## src/rtl/rr_router_buffered_if.sv

```systemverilog
// Flit handshake bundle between channel sources, the router and channel sinks.
// Input side: per-channel valid/ready/data; output side adds the source index.
// master drives flits in and accepts flits out; slave is the router itself.
interface rr_router_buffered_if #(
  parameter int NUM_IN  = 2,
  parameter int NUM_OUT = 3,
  parameter int DATA_W  = 30,
  parameter int SRC_W   = 1
);
  logic [NUM_IN-1:0]          in_valid;
  logic [NUM_IN-1:0]          in_ready;
  logic [NUM_IN*DATA_W-1:0]   in_data;
  logic [NUM_OUT-1:0]         out_valid;
  logic [NUM_OUT-1:0]         out_ready;
  logic [NUM_OUT*DATA_W-1:0]  out_data;
  logic [NUM_OUT*SRC_W-1:0]   out_src;

  modport master (
    output in_valid, in_data, out_ready,
    input  in_ready, out_valid, out_data, out_src
  );

  modport slave (
    input  in_valid, in_data, out_ready,
    output in_ready, out_valid, out_data, out_src
  );
endinterface

```

## src/rtl/rr_router_buffered.sv

```systemverilog
// Buffered NUM_IN x NUM_OUT flit router with per-output round-robin arbitration.
// Latency: flit accepted at edge t into an idle path is valid at the output after edge t+1.
// Backpressure: in_ready follows FIFO fullness only; output registers hold while !out_ready.

// Generic circular FIFO with an extra pointer bit to tell full from empty.
// Latency: pushed word is visible at head after the push edge.
// Backpressure: push ignored when full, pop ignored when empty; no pass-through.
module rr_router_buffered_fifo #(
  parameter int WIDTH = 8,
  parameter int DEPTH = 4
) (
  input  logic             clk,
  input  logic             rst,
  input  logic             push,
  input  logic             pop,
  input  logic [WIDTH-1:0] push_data,
  output logic             full,
  output logic             empty,
  output logic [WIDTH-1:0] head
);
  localparam int AW = $clog2(DEPTH);
  localparam logic [AW:0] PTR_ONE = (AW+1)'(1);

  logic [AW:0]      wr_ptr;
  logic [AW:0]      rd_ptr;
  logic [WIDTH-1:0] mem [DEPTH];

  assign empty = (wr_ptr == rd_ptr);
  assign full  = (wr_ptr[AW] != rd_ptr[AW]) && (wr_ptr[AW-1:0] == rd_ptr[AW-1:0]);
  assign head  = mem[rd_ptr[AW-1:0]];

  // Pointer update; reset empties the FIFO at once.
  always_ff @(posedge clk or posedge rst) begin
    if (rst) begin
      wr_ptr <= '0;
      rd_ptr <= '0;
    end else begin
      if (push && !full)  wr_ptr <= wr_ptr + PTR_ONE;
      if (pop  && !empty) rd_ptr <= rd_ptr + PTR_ONE;
    end
  end

  // Storage write; contents need no reset since the pointers gate visibility.
  always_ff @(posedge clk) begin
    if (push && !full) mem[wr_ptr[AW-1:0]] <= push_data;
  end
endmodule

// Buffered NUM_IN x NUM_OUT router: input FIFOs, head decode, per-output round-robin.
// Latency: one cycle from FIFO head to registered output (two edges from acceptance).
// Backpressure: output stage reloads only when empty or being drained; FIFOs absorb the rest.
module rr_router_buffered #(
  parameter int NUM_IN     = 2,
  parameter int NUM_OUT    = 3,
  parameter int DATA_W     = 30,
  parameter int DEST_LSB   = 0,
  parameter int DEST_W     = 2,
  parameter int FIFO_DEPTH = 4,
  parameter int SRC_W      = 1
) (
  input  logic                 clk,
  input  logic                 rst,
  rr_router_buffered_if.slave  bus,
  output logic [15:0]          drop_count
);
  logic [NUM_IN-1:0]         fifo_full;
  logic [NUM_IN-1:0]         fifo_empty;
  logic [NUM_IN-1:0]         fifo_pop;
  logic [DATA_W-1:0]         head [NUM_IN];
  logic [DEST_W-1:0]         head_dest [NUM_IN];
  logic [NUM_IN-1:0]         drop;
  logic [16:0]               drop_sum;

  logic [NUM_OUT-1:0]        grant;
  logic [SRC_W-1:0]          winner [NUM_OUT];
  logic [SRC_W-1:0]          rr_ptr [NUM_OUT];
  logic [SRC_W-1:0]          rr_ptr_nxt [NUM_OUT];

  logic [NUM_OUT-1:0]        valid_reg;
  logic [NUM_OUT*DATA_W-1:0] data_reg;
  logic [NUM_OUT*SRC_W-1:0]  src_reg;

  // Readiness depends on FIFO occupancy only, and is forced low during reset.
  assign bus.in_ready  = ~fifo_full & {NUM_IN{~rst}};
  assign bus.out_valid = valid_reg;
  assign bus.out_data  = data_reg;
  assign bus.out_src   = src_reg;

  for (genvar i = 0; i < NUM_IN; i++) begin : g_in
    rr_router_buffered_fifo #(
      .WIDTH (DATA_W),
      .DEPTH (FIFO_DEPTH)
    ) u_fifo (
      .clk       (clk),
      .rst       (rst),
      .push      (bus.in_valid[i]),
      .pop       (fifo_pop[i]),
      .push_data (bus.in_data[i*DATA_W +: DATA_W]),
      .full      (fifo_full[i]),
      .empty     (fifo_empty[i]),
      .head      (head[i])
    );
  end

  // Head decode: heads addressed beyond the last output are dropped without arbitration.
  always_comb begin
    drop_sum = {1'b0, drop_count};
    for (int i = 0; i < NUM_IN; i++) begin
      head_dest[i] = head[i][DEST_LSB +: DEST_W];
      drop[i]      = ~fifo_empty[i] & (int'(head_dest[i]) >= NUM_OUT);
      drop_sum     = drop_sum + 17'(drop[i]);
    end
  end

  // Per-output round-robin: scanning from the far end back to rr_ptr lets the nearest requester win.
  always_comb begin
    int               sum;
    logic [SRC_W-1:0] idx;
    sum      = 0;
    idx      = '0;
    grant    = '0;
    fifo_pop = drop;
    for (int o = 0; o < NUM_OUT; o++) begin
      winner[o]     = '0;
      rr_ptr_nxt[o] = rr_ptr[o];
      if (~valid_reg[o] | bus.out_ready[o]) begin
        for (int k = NUM_IN - 1; k >= 0; k--) begin
          sum = int'(rr_ptr[o]) + k;
          if (sum >= NUM_IN) sum = sum - NUM_IN;
          idx = SRC_W'(sum);
          if (~fifo_empty[idx] && (int'(head_dest[idx]) == o)) begin
            winner[o] = idx;
            grant[o]  = 1'b1;
          end
        end
      end
      if (grant[o]) begin
        fifo_pop[winner[o]] = 1'b1;
        sum = int'(winner[o]) + 1;
        if (sum >= NUM_IN) sum = 0;
        rr_ptr_nxt[o] = SRC_W'(sum);
      end
    end
  end

  // Output stages and arbiter pointers: load on grant, clear once drained with nothing new.
  always_ff @(posedge clk or posedge rst) begin
    if (rst) begin
      valid_reg <= '0;
      data_reg  <= '0;
      src_reg   <= '0;
      for (int o = 0; o < NUM_OUT; o++) rr_ptr[o] <= '0;
    end else begin
      for (int o = 0; o < NUM_OUT; o++) begin
        if (grant[o]) begin
          valid_reg[o]                   <= 1'b1;
          data_reg[o*DATA_W +: DATA_W]   <= head[winner[o]];
          src_reg[o*SRC_W +: SRC_W]      <= winner[o];
          rr_ptr[o]                      <= rr_ptr_nxt[o];
        end else if (bus.out_ready[o]) begin
          valid_reg[o] <= 1'b0;
        end
      end
    end
  end

  // Saturating drop counter; several inputs may drop on the same edge.
  always_ff @(posedge clk or posedge rst) begin
    if (rst)               drop_count <= '0;
    else if (drop_sum[16]) drop_count <= 16'hFFFF;
    else                   drop_count <= drop_sum[15:0];
  end
endmodule
```

## src/flat_wrapper.sv

```systemverilog
// flat-port wrapper written by rule: the top's interface ports become plain ports
module rr_router_buffered_flat 
#(
  parameter int NUM_IN     = 2,
  parameter int NUM_OUT    = 3,
  parameter int DATA_W     = 30,
  parameter int DEST_LSB   = 0,
  parameter int DEST_W     = 2,
  parameter int FIFO_DEPTH = 4,
  parameter int SRC_W      = 1
)
  (clk, rst, drop_count, bus_in_valid, bus_in_data, bus_out_ready, bus_in_ready, bus_out_valid, bus_out_data, bus_out_src);
  rr_router_buffered_if #(.NUM_IN(NUM_IN), .NUM_OUT(NUM_OUT), .DATA_W(DATA_W), .SRC_W(SRC_W)) bus_i ();
  input  logic clk;
  input  logic rst;
  output logic [15:0] drop_count;
  input wire logic [$bits(bus_i.in_valid)-1:0] bus_in_valid;
  input wire logic [$bits(bus_i.in_data)-1:0] bus_in_data;
  input wire logic [$bits(bus_i.out_ready)-1:0] bus_out_ready;
  output wire logic [$bits(bus_i.in_ready)-1:0] bus_in_ready;
  output wire logic [$bits(bus_i.out_valid)-1:0] bus_out_valid;
  output wire logic [$bits(bus_i.out_data)-1:0] bus_out_data;
  output wire logic [$bits(bus_i.out_src)-1:0] bus_out_src;
  assign bus_i.in_valid = bus_in_valid;
  assign bus_i.in_data = bus_in_data;
  assign bus_i.out_ready = bus_out_ready;
  assign bus_in_ready = bus_i.in_ready;
  assign bus_out_valid = bus_i.out_valid;
  assign bus_out_data = bus_i.out_data;
  assign bus_out_src = bus_i.out_src;
  rr_router_buffered #(.NUM_IN(NUM_IN), .NUM_OUT(NUM_OUT), .DATA_W(DATA_W), .DEST_LSB(DEST_LSB), .DEST_W(DEST_W), .FIFO_DEPTH(FIFO_DEPTH), .SRC_W(SRC_W)) u_core (.clk(clk), .rst(rst), .bus(bus_i), .drop_count(drop_count));
endmodule
```

## config.mk

```make
export PLATFORM = sky130hd
export DESIGN_NAME = rr_router_buffered_flat
export DESIGN_NICKNAME = d
export VERILOG_FILES = /design/src/rtl/rr_router_buffered_if.sv /design/src/rtl/rr_router_buffered.sv /design/src/flat_wrapper.sv
export SDC_FILE = /design/constraint.sdc
export NUM_CORES = 1
export LEC_CHECK = 0
export BUFFER_PORTS_ARGS = -buffer_cell sky130_fd_sc_hd__clkbuf_2
export CAP_MARGIN = 40
export CORE_MARGIN = 2
export CORE_UTILIZATION = 57
export CTS_CLUSTER_DIAMETER = 200
export DETAILED_ROUTE_END_ITERATION = 8
export PLACE_DENSITY = 0.88
export SYNTH_ARGS = -nofsm -noshare
export SYNTH_HDL_FRONTEND = slang
export SYNTH_SLANG_ARGS = --single-unit
```

## constraint.sdc

```tcl
create_clock -name clk -period 6.3 [get_ports clk]
set_input_delay 0 -clock clk [delete_from_list [all_inputs] [get_ports clk]]
set_output_delay 0 -clock clk [all_outputs]
set_load 0.05 [all_outputs]
```

======== Yosys cells after proc, flatten, opt, wreduce, memory -nomap -nowiden ========
Memories as Yosys holds them, arrays and structs flattened.
Cells that the tools add are included.
W data, S select, Z words.
word-level totals
  register bits ........................... 127
  memory bits (writable) .................. 240
  bits of input ports ..................... 67
  output and inout port bits .............. 114
  memories ................................ 2
operators by class
  add/sub/neg operators ................... 18
  $lt $le $gt $ge ......................... 32
  equality and inequality tests ........... 10
  mux-type cells .......................... 92
  bitwise operators ....................... 31
  reduce and logical (&&, ||, !) cells .... 24
memories
  memory                     words  bits a word  rd ports  clocked after Yosys merged registers in  write ports  line                      text
  u_core.g_in[0].u_fifo.mem  4      30           1         0                                        1            rr_router_buffered.sv:26  logic [WIDTH-1:0] mem [DEPTH];
  u_core.g_in[1].u_fifo.mem  4      30           1         0                                        1            rr_router_buffered.sv:26
operators by type and width
  kind                   number
  $mux W30               9
  $mux W1                58
  $mux W2                21
  $ge A2 B2 Y1 const B   17
  $lt A1 B2 Y1 const B   9
  $not A1 Y2             9
  $add A16 B1 Y17        1
  $add A17 B1 Y17        1
  $mux W16               1
  $logic_and A1 B1 Y1    15
  $add A1 B1 Y2 const B  6
  $add A3 B1 Y3 const B  4
  $not A1 Y1             12
  $eq A2 B2 Y1 const B   4
  $eq A3 B3 Y1           2
  $ge A1 B2 Y1 const B   3
  $or A2 B2 Y2           3
  $reduce_bool A2 Y1     3
  $sub A1 B1 Y1 const B  6
  $eq A2 B2 Y1           2
  $logic_not A1 Y1       4
  $logic_not A2 Y1       2
  $demux W1 S1           3
  $ge A1 B1 Y1 const B   3
  5 further kinds        9

======== Logic depth before layout (Yosys ltp) ========
Gate-level depths: netlist of the first run.
  depth after elaboration ................. 24
  depth in mapped cells ................... 15
  gate-level depth less buffers ........... 13

======== Modules after synthesis ========
From an unflattened synthesis of the first run, not the netlist that was laid out.
unflattened totals
  cells, all modules ...................... 854
  area, all modules ....................... 14626.5 sq um
modules (own cells, without submodules)
  module                   times used  cells an instance  area an instance (sq um)  sequential area each (sq um)
  rr_router_buffered_fifo  2           207                4842.1                    3753.6
  rr_router_buffered       1           440                4942.2                    2877.8

======== Worst setup path before layout of the first run ========
Ideal clock, no wire load.
  path type ............................... register -> register
  from .................................... register u_core.g_in[1].u_fifo.rd_ptr[0]
  to ...................................... register u_core.drop_count[10]
  library setup time ...................... 0.068 ns
  arrival ................................. 2.877 ns
  data required time ...................... 6.232 ns
  path slack .............................. 3.356 ns
  cell stages (with the launch flop) ...... 16
  path buffers ............................ 2
  period minus slack after synthesis ...... 2.944 ns
  path through ............................ dfrtp_1 -> buf_2 -> mux4_2 -> o31ai_1 -> nor2_1 -> inv_1 -> fa_1 -> inv_1 -> ha_1 -> nand2_1 -> nor3_1 -> nand2_1 -> nor2_1 -> nand3_1 -> clkbuf_1 -> nand2_1
on the way
  cells in the longest elaborated chain, start to end .. 5
RTL lines
  element                                         line                       text
  start: declaration                              rr_router_buffered.sv:25   logic [AW:0] rd_ptr;
  start signal: assignment                        rr_router_buffered.sv:39   if (pop && !empty) rd_ptr <= rd_ptr + PTR_ONE;
  $mem_v2 Z4 W30 or $eq A3 B3 Y1 (tied branches)  n/a
  $ge A2 B2 Y1 or $not A1 Y1 (tied branches)      rr_router_buffered.sv:110  drop[i] = ~fifo_empty[i] & (int'(head_dest[i]) >= NUM_OUT);
  $and A1 B1 Y1 (*)                               rr_router_buffered.sv:110
  $add A17 B1 Y17 (*)                             rr_router_buffered.sv:111  drop_sum = drop_sum + 17'(drop[i]);
  $mux W16 (*)                                    rr_router_buffered.sv:170  else if (drop_sum[16]) drop_count <= 16'hFFFF;
  end signal: assignment                          rr_router_buffered.sv:171  else drop_count <= drop_sum[15:0];
  end: declaration                                rr_router_buffered.sv:64   output logic [15:0] drop_count
Every way passes the cells marked *; elsewhere a longest branch is shown, timed or not.
A chain may end at the register's enable or synchronous reset.

======== Worst setup path in the final report of the first run ========
  from .................................... register u_core.g_in[1].u_fifo.rd_ptr[0]
  to ...................................... register u_core.g_in[0].u_fifo.rd_ptr[1]
on the way
  cells in the longest elaborated chain, start to end .. 20
RTL lines
  element                                                             line                       text
  $mem_v2 Z4 W30                                                      n/a
  $mux W2 (not written as such) (3 in a row)                          rr_router_buffered.sv:131  if (~fifo_empty[idx] && (int'(head_dest[idx]) == o)) begin
  $logic_not A2 Y1                                                    rr_router_buffered.sv:131
  $logic_and A1 B1 Y1                                                 rr_router_buffered.sv:131
  $mux W1 (2 in a row)                                                rr_router_buffered.sv:131
  $mux W1                                                             rr_router_buffered.sv:126  if (~valid_reg[o] | bus.out_ready[o]) begin
  $lt A1 B2 Y1 (not written as such) or $ge A1 B1 Y1 (tied branches)  rr_router_buffered.sv:138  fifo_pop[winner[o]] = 1'b1;
  $logic_and A1 B1 Y1 (not written as such)                           rr_router_buffered.sv:138
  $mux W1 (not written as such)                                       rr_router_buffered.sv:138
  $demux W1 S1                                                        n/a
  $or A2 B2 Y2 (no line)                                              n/a
  $mux W2                                                             rr_router_buffered.sv:137  if (grant[o]) begin
  $or A2 B2 Y2 (no line)                                              n/a
  $mux W2                                                             rr_router_buffered.sv:137
  $or A2 B2 Y2 (no line)                                              n/a
  $mux W2 (*)                                                         rr_router_buffered.sv:137
  $logic_and A1 B1 Y1 (*)                                             rr_router_buffered.sv:39
  end signal: assignment                                              rr_router_buffered.sv:39
  end: declaration                                                    rr_router_buffered.sv:25
Every way passes the cells marked *; elsewhere a longest branch is shown, timed or not. The select of a mux whose other input is x is not followed.

==> results.json, run 1 <==
{
  "post_cts_buffers": 0,
  "final_net_count": 1207,
  "synth_top_area_share": 0.5038,
  "diodes": 0,
  "outcome": "finished, final reports clean",
  "synth.distinct_cells": 46,
  "postSynthCellCount": 864,
  "crit_path_max_fanout": 34,
  "synth_top_area_cell": "edfxtp_1",
  "area_delta_synth_final_pct": 22.96,
  "via_per_inst": 6.183,
  "initial_core_util": 0.5848,
  "synthTopCellsByCount": "edfxtp_1 (240), nand2_1 (136), dfrtp_1 (127)",
  "vias": 9157,
  "worstSetupPathType": "flip-flop to flip-flop",
  "cts_sinks": 367,
  "wl_um": 36490,
  "syn_nets": 943,
  "ios": 181,
  "grt_pass1_wl_um": 55210,
  "cp.arrival_ps": 4350,
  "ys_async_sr_fraction": 0.3460,
  "grt_max_degree": 65,
  "min_period_ps": 3951,
  "cts_buffers": 37,
  "tns_ps": 0,
  "drtPass1Iterations": 9,
  "drc": 0,
  "wl_met1_um": 12600,
  "yosysWarnings": 0,
  "ys_ff_latch": 367,
  "synth_most_common_cell": "edfxtp_1",
  "die_area_sq_mm": 0.02638,
  "ant_nets": 0,
  "antenna_found_initial": 0,
  "path_clk_slew_ps": 60,
  "dp_slack_ps": 2401,
  "die_h_um": 162.4,
  "gp_congestion": 0.9002,
  "worst_pin_slew_ps": 940.3,
  "fmax_mhz": 253.1,
  "place.port_buffers": 180,
  "drive_gt1_frac": 0.2852,
  "cts_tree": "done",
  "top_layer": "met4",
  "worstSetupEndpointType": "flip-flop",
  "ys_seq_area_frac": 0.7259,
  "wl_met3_um": 3997,
  "slew_viol_final": 0,
  "holdWs_ps": 201.9,
  "dr_wl_met2_um": 18300,
  "start_kind": "flip-flop",
  "insertion_delay_ps": 530,
  "fin_skew_ps": 20.41,
  "grt_pass1_vias": 9529,
  "rows": 57,
  "post_drt_wl_per_cell_um": 24.64,
  "finalHoldViolations": 0,
  "htreeDepth": 2,
  "setup_violations": 0,
  "synth_area_leaders": "edfxtp_1 (50%), dfrtp_1 (22%), mux4_2 (9.4%)",
  "syn-mean-instance-area_sq_um": 16.56,
  "die_w_um": 162.4,
  "critPathRequiredTime_ps": 6700,
  "synth_ff_type": "edfxtp_1",
  "cts_buffer_depth": 3,
  "root_buffer": "clkbuf_16",
  "maxCapViolations": 0,
  "setup_ws_ps": 2349,
  "gr-usage-all-layers": 0.2806,
  "max_slew_margin": 0.3711,
  "synth-edff-count": 240,
  "grt_overflow": 0,
  "rsz0062_at_grt": "false",
  "first_iter_violations": 1211,
  "syn-cell-area_sq_mm": 0.01431,
  "dp_hpwl_um": 22640,
  "core_sq_mm": 0.02446,
  "hold_path_class": "primary input to asynchronous set/reset pin",
  "period_share": 0.6272
}
[area by class of cell]
class	instances	area [sq um]
tap	324	405.4
clock buffer	53	1047
sequential	367	10390
clock inverter	15	172.7
timing repair buffer	269	1814
multi-input combinational	415	3618
fill	1422	6872
inverter	38	145.1
[through the flow]
step / area [sq um] / util / instances
detailed placement: 15710 / 0.6422 / 1347
global placement: 15600 / 0.6377 / 1343
global route: 17590 / 0.7191 / 1481
finish: 17590 / 0.7191 / 1481
floorplan: 14310 / - / 864
CTS: 17590 / 0.7191 / 1481
[registers in the layout (all words and copies together) (netlist names)]
name and count:
u_core.rr_ptr 3, u_core.bus.out_valid 3, u_core.bus.out_data 90, u_core.bus.out_src 3, u_core.g_in.u_fifo.wr_ptr 6, u_core.g_in.u_fifo.rd_ptr 6, u_core.drop_count 16, u_core.g_in.u_fifo.mem 240
[metal layers]
metal  vias to the layer above  GRT usage
met5                         -          0
met4                         0     0.1231
met3                       116    0.06417
met2                       642     0.4747
met1                      4571     0.3515
li1                       3828          -
[cell usage in the layout, fill, tap and decap left out, types with 3 or more instances in the layout]
| cell | synthesis | layout |
|---|---|---|
| a211oi_4 | 1 | 3 |
| a21o_1 | 6 | 6 |
| a222oi_1 | 28 | 28 |
| a22oi_1 | 54 | 54 |
| a31oi_1 | 4 | 4 |
| and2_1 | 13 | 13 |
| and3_1 | 4 | 4 |
| buf_16 | 0 | 4 |
| buf_4 | 2 | 19 |
| bufinv_16 | 0 | 3 |
| clkbuf_1 | 29 | 11 |
| clkbuf_16 | 0 | 38 |
| clkbuf_2 | 0 | 180 |
| clkbuf_8 | 0 | 4 |
| clkinv_1 | 0 | 3 |
| clkinv_2 | 0 | 7 |
| dfrtp_1 | 127 | 125 |
| dlygate4sd3_1 | 0 | 66 |
| edfxtp_1 | 240 | 240 |
| ha_1 | 11 | 11 |
| inv_1 | 38 | 37 |
| mux2i_1 | 3 | 3 |
| mux4_2 | 60 | 60 |
| nand2_1 | 136 | 136 |
| nand2b_1 | 7 | 7 |
| nand3_1 | 12 | 12 |
| nor2_1 | 17 | 17 |
| nor2b_1 | 5 | 5 |
| o21ai_0 | 5 | 4 |
| xnor2_1 | 14 | 14 |
| xor2_1 | 12 | 12 |
[critical path, stage by stage (launching register included)]
cell      delay [ps]
dfrtp_2          330
buf_4            530
mux4_2           620
a311o_1          380
a211oi_4         410
buf_4            400
nor2_2           150
buf_4            250
nor4b_4          390
mux2_1           350
[logic make-up after synthesis]
family                   Yosys count  share of synthesized area
flip-flops                       367                     0.7259
adder cells (fa/ha/maj)           12                    0.01102
AND/OR/NAND/NOR                  200                    0.06131
buffers and inverters             82                    0.02283
AO/OA/AOI/OAI                    111                    0.06411
XOR/XNOR                          26                    0.01592
multiplexers                      66                    0.09892
[worst paths after layout]
check	startpoint	slack [ps]	cells past startpoint	to
max	u_core.g_in[1].u_fifo.rd_ptr[0]	2350	9	u_core.g_in[0].u_fifo.rd_ptr[1]
max in group asynchronous	rst	5010	5	u_core.bus.out_data[51]
min in group clk	bus_in_data[37]	230	2	u_core.g_in[1].u_fifo.mem[2][7]
min reg2reg	u_core.bus.out_data[30]	470	1	u_core.bus.out_data[30]
min	rst	200	3	u_core.g_in[0].u_fifo.wr_ptr[1]
max reg2reg	u_core.g_in[1].u_fifo.rd_ptr[0]	2350	9	u_core.g_in[0].u_fifo.rd_ptr[1]
[timing repair]
| item | CTS | global route |
|---|---|---|
| resized for setup | 0 | 0 |
| hold endpoints to repair | 294 | 0 |
| hold buffers | 66 | 0 |
Power of run 1 is left out: the tool's default activity adds up to more than one toggle a clock period on the data nets, which glitch-free logic cannot reach.
==> run 2: changes to the inputs <==
Settings changed: CORE_UTILIZATION 57 to 52, PLACE_DENSITY 0.88 to 0.85.
Clock period 6.3 ns to 3.2 ns, I/O delays scaled along.
==> results.json, run 2 (synthesized netlist as in run 1, its figures left out) <==
{
  "outcome": "finished, final reports clean",
  "min_period_ps": 2949,
  "crit_path_max_fanout": 13,
  "busiest_layer": "met2",
  "grt_pass1_wl_um": 52750,
  "wl_um": 34930,
  "grt_max_degree": 71,
  "cts_buffer_depth": 3,
  "diodes": 0,
  "drive_gt1_frac": 0.2904,
  "max_slew_margin": 0.5551,
  "place.port_buffers": 180,
  "htreeDepth": 2,
  "critPathLaunch": "u_core.g_in[1].u_fifo.rd_ptr[0]",
  "start_kind": "flip-flop",
  "root_buffer": "clkbuf_16",
  "initial_core_util": 0.5308,
  "critPathRequiredTime_ps": 3650,
  "cts_sinks": 367,
  "cts_tree": "done",
  "dp_hpwl_um": 22350,
  "grt_util_met2": 0.4209,
  "dp_slack_ps": -56.33,
  "cts_buffers": 37,
  "layout_common_cells": "edfxtp_1 (240), clkbuf_2 (180), nand2_1 (136)",
  "vias": 8879,
  "fin_util": 0.6564,
  "fin_skew_ps": 18.19,
  "ios": 181,
  "drtPass1Iterations": 8,
  "layout_commonest_cell": "edfxtp_1",
  "gr-usage-all-layers": 0.2453,
  "rows": 60,
  "r2r-start": "u_core.g_in[1].u_fifo.rd_ptr[0]",
  "area_delta_synth_final_pct": 23.66,
  "die_w_um": 169.9,
  "globalRouteMet1Util": 0.3051,
  "worstSetupEndpointType": "flip-flop",
  "slew_viol_final": 0,
  "rsz0062_at_grt": "false",
  "largest_reg_flops": 240,
  "first_iter_violations": 993,
  "holdWs_ps": 205.1,
  "insertion_delay_ps": 530,
  "setup_ws_ps": 251.4,
  "rrSetupSlack_ps": 250,
  "worst_pin_slew_ps": 666.0,
  "die_area_sq_mm": 0.02885,
  "maxCapViolations": 0,
  "hold_path_class": "primary input to asynchronous set/reset pin",
  "grt_pass1_vias": 9106,
  "die_h_um": 169.9,
  "grt.met3_usage": 0.06558,
  "grt_overflow": 0,
  "post_drt_wl_per_cell_um": 23.32,
  "cp.arrival_ps": 3400,
  "final_net_count": 1208,
  "via_per_inst": 5.927,
  "drc": 0,
  "finalHoldViolations": 0,
  "fmax_mhz": 339.1,
  "path_clk_slew_ps": 60,
  "worstSetupPathType": "flip-flop to flip-flop",
  "gp_congestion": 0.9028,
  "core_sq_mm": 0.02695,
  "setup_violations": 0,
  "ant_nets": 0,
  "period_share": 0.9214,
  "antenna_found_initial": 0,
  "post_cts_buffers": 0
}
[run 2: timing repair]
action	4_1_cts	5_1_grt
hold buffers	66	0
pin swaps	0	0
setup endpoints to repair	13	13
gates resized for setup	1	3
cloned	0	0
hold endpoints to repair	273	0
[run 2: metal layers]
metal / wire length (um) / up-vias
li1: - / 3837
met1: 12360 / 4441
met2: 17850 / 528
met3: 3730 / 73
met4: 992 / 0
met5: 0 / -
[run 2: final timing paths]
check                           cells after the start                               end
worst max-delay path                               13              u_core.drop_count[1]
worst min-delay path                                3             u_core.bus.out_src[0]
worst max register to register                     13              u_core.drop_count[1]
worst min register to register                      1           u_core.bus.out_data[30]
max in group asynchronous                           4   u_core.g_in[1].u_fifo.rd_ptr[0]
min in group clk                                    2  u_core.g_in[1].u_fifo.mem[0][26]
[run 2: metrics by stage]
step,instance area [sq um],cells,TNS (ps)
final,17690,1498,0
after CTS,17680,1498,0
after floorplan,14310,864,0
after global placement,15710,1365,0
after detailed placement,15710,1365,-379.4
after global routing,17690,1498,0
[run 2: worst max-delay path, stage by stage (launching register included)]
cell and delay [ps]:
dfrtp_2 480, mux4_2 390, o31ai_1 90, nor2_1 170
inv_1 80, fa_1 440, inv_1 80, ha_1 190
nand2_1 90, nor3_1 240, nand2_1 180, nor2_4 180
nand3_4 170, nand2b_1 120
[run 2: cell type report]
cell class	instances	area, sq um
Multi-Input combinational cell	415	3638
Timing Repair Buffer	270	1792
Sequential cell	367	10390
Clock buffer	58	1205
Clock inverter	9	95.09
Fill cell	1780	9260
Inverter	38	146.4
Tap cell	341	426.7
Power of run 2 is left out for the same reason.
==> run 3: changes to the inputs <==
Settings changed: ABC_AREA from default to 1, CTS_CLUSTER_DIAMETER 200 to 100, PLACE_DENSITY 0.85 to 0.84.
==> results.json, run 3 <==
{
  "outcome": "finished, final reports clean",
  "grt_max_degree": 126,
  "via_per_inst": 5.612,
  "drive_gt1_frac": 0.1975,
  "grt_overflow": 0,
  "diodes": 0,
  "drc": 0,
  "antenna_found_initial": 0,
  "area_delta_synth_final_pct": 21.98,
  "cp.arrival_ps": 3460,
  "min_period_ps": 3024,
  "cts_buffer_depth": 3,
  "die_h_um": 173.1,
  "die_area_sq_mm": 0.02996,
  "dp_hpwl_um": 24230,
  "grt_pass1_wl_um": 59710,
  "core_sq_mm": 0.02793,
  "insertion_delay_ps": 520,
  "worstSetupEndpointType": "flip-flop",
  "die_w_um": 173.1,
  "final_net_count": 1660,
  "first_iter_violations": 1162,
  "synth_top_area_cell": "edfxtp_1",
  "start_kind": "flip-flop",
  "dpl-instance-area_sq_mm": 0.01615,
  "crit_path_max_fanout": 15,
  "post_drt_wl_per_cell_um": 19.41,
  "maxCapViolations": 0,
  "dp_slack_ps": 63.51,
  "tns_ps": 0,
  "critPathRequiredTime_ps": 3640,
  "worst_pin_slew_ps": 846.7,
  "grt_pass1_vias": 10980,
  "synth.distinct_cells": 33,
  "synth-edff-count": 240,
  "yosysWarnings": 0,
  "place.port_buffers": 180,
  "ant_nets": 0,
  "initial_core_util": 0.5322,
  "gp_congestion": 0.9307,
  "root_buffer": "clkbuf_16",
  "setup_ws_ps": 176.5,
  "hold_path_class": "primary input to flip-flop",
  "largest_reg_flops": 240,
  "syn-cell-area_sq_mm": 0.01487,
  "rrSetupSlack_ps": 180,
  "ys_async_sr_fraction": 0.3460,
  "cts_buffers": 38,
  "postSynthCellCount": 1324,
  "drtPass1Iterations": 5,
  "worstSetupPathType": "flip-flop to flip-flop",
  "syn_nets": 1403,
  "finalHoldViolations": 0,
  "ys_seq_area_frac": 0.6986,
  "ys_ff_latch": 367,
  "synth_area_leaders": "edfxtp_1 (48%), dfrtp_1 (21%), nand2_1 (8.3%)",
  "gr-usage-all-layers": 0.2545,
  "cts_tree": "done",
  "fmax_mhz": 330.7,
  "syn-mean-instance-area_sq_um": 11.23,
  "vias": 11160,
  "path_clk_slew_ps": 60,
  "synth_top_area_share": 0.4848,
  "cts_sinks": 367,
  "layout_common_cells": "nand2_1 (330), edfxtp_1 (240), clkbuf_2 (180)",
  "period_share": 0.9449,
  "layout_commonest_cell": "nand2_1",
  "synthTopCellsByCount": "nand2_1 (330), edfxtp_1 (240), nor2_1 (142)",
  "final_area_sq_mm": 0.01813,
  "setup_violations": 0,
  "fin_skew_ps": 20.90,
  "htreeDepth": 2,
  "synth_most_common_cell": "nand2_1",
  "synth_ff_type": "edfxtp_1",
  "ios": 181,
  "wl_um": 38590,
  "rows": 61,
  "slew_viol_final": 0,
  "max_slew_margin": 0.4342
}
[run 3: critical path, cell delays in order, from the launching register on]
cell and delay (ps):
dfrtp_4 560, inv_6 140, nand2_1 60, nand3_1 90, nand2_2 100, inv_2 80
nand2_1 50, nor2_1 80, inv_1 80, fa_1 360, inv_1 80, ha_1 190
nand3_2 150, nor3_4 260, nand3_2 160, nor3_4 210, buf_4 160, a21oi_1 40
o21ai_0 80
[run 3: area by class of cell]
type / count / area [sq um]
multi-input cells: 834 / 3973
repair buffers: 278 / 1822
clock buffers: 47 / 1037
clock inverters: 22 / 191.4
flip-flops and latches: 367 / 10390
well taps: 378 / 473.0
inverters: 62 / 246.5
fillers: 2088 / 9802
[run 3: path summary, 6_finish.rpt]
| check | end | cells after the start | startpoint |
|---|---|---|---|
| min in group asynchronous | u_core.drop_count[14] | 4 | rst |
| max reg2reg | u_core.drop_count[9] | 18 | u_core.g_in[0].u_fifo.rd_ptr[0] |
| min | u_core.g_in[0].u_fifo.wr_ptr[0] | 3 | bus_in_valid[0] |
| max in group asynchronous | u_core.g_in[0].u_fifo.rd_ptr[0] | 5 | rst |
| min reg2reg | u_core.bus.out_data[61] | 1 | u_core.bus.out_data[61] |
| max | u_core.drop_count[9] | 18 | u_core.g_in[0].u_fifo.rd_ptr[0] |
[run 3: what timing repair did]
item,in CTS,in global routing
gates resized for setup,0,8
hold buffers,66,0
setup buffers,0,8
hold endpoints to repair,374,0
setup endpoints to repair,0,15
[run 3: kinds of logic after synthesis]
family          count (synthesis)  share of synthesized area
buf+inv                       123                    0.03754
flops                         367                     0.6986
fa+ha+maj                      12                    0.01061
compound gates                198                    0.07281
simple gates                  611                     0.1728
xor+xnor                       13                   0.007659
[run 3: layer usage]
metal,vias to the layer above,track usage,routed length [um]
met5,-,0,0
met4,0,0.1024,1482
met3,105,0.05123,3338
met2,581,0.4293,19110
met1,5398,0.3246,14660
li1,5072,-,-
[run 3: metrics by stage]
step	util	std cells	hold WS, ps
after global placement	0.5775	1844	-76.26
after CTS	0.6457	1980	4.273
after floorplan	-	1324	96.45
after global routing	0.6491	1988	43.44
final	0.6491	1988	37.90
after detailed placement	0.5781	1845	-83.27
Power of run 3 is left out for the same reason.
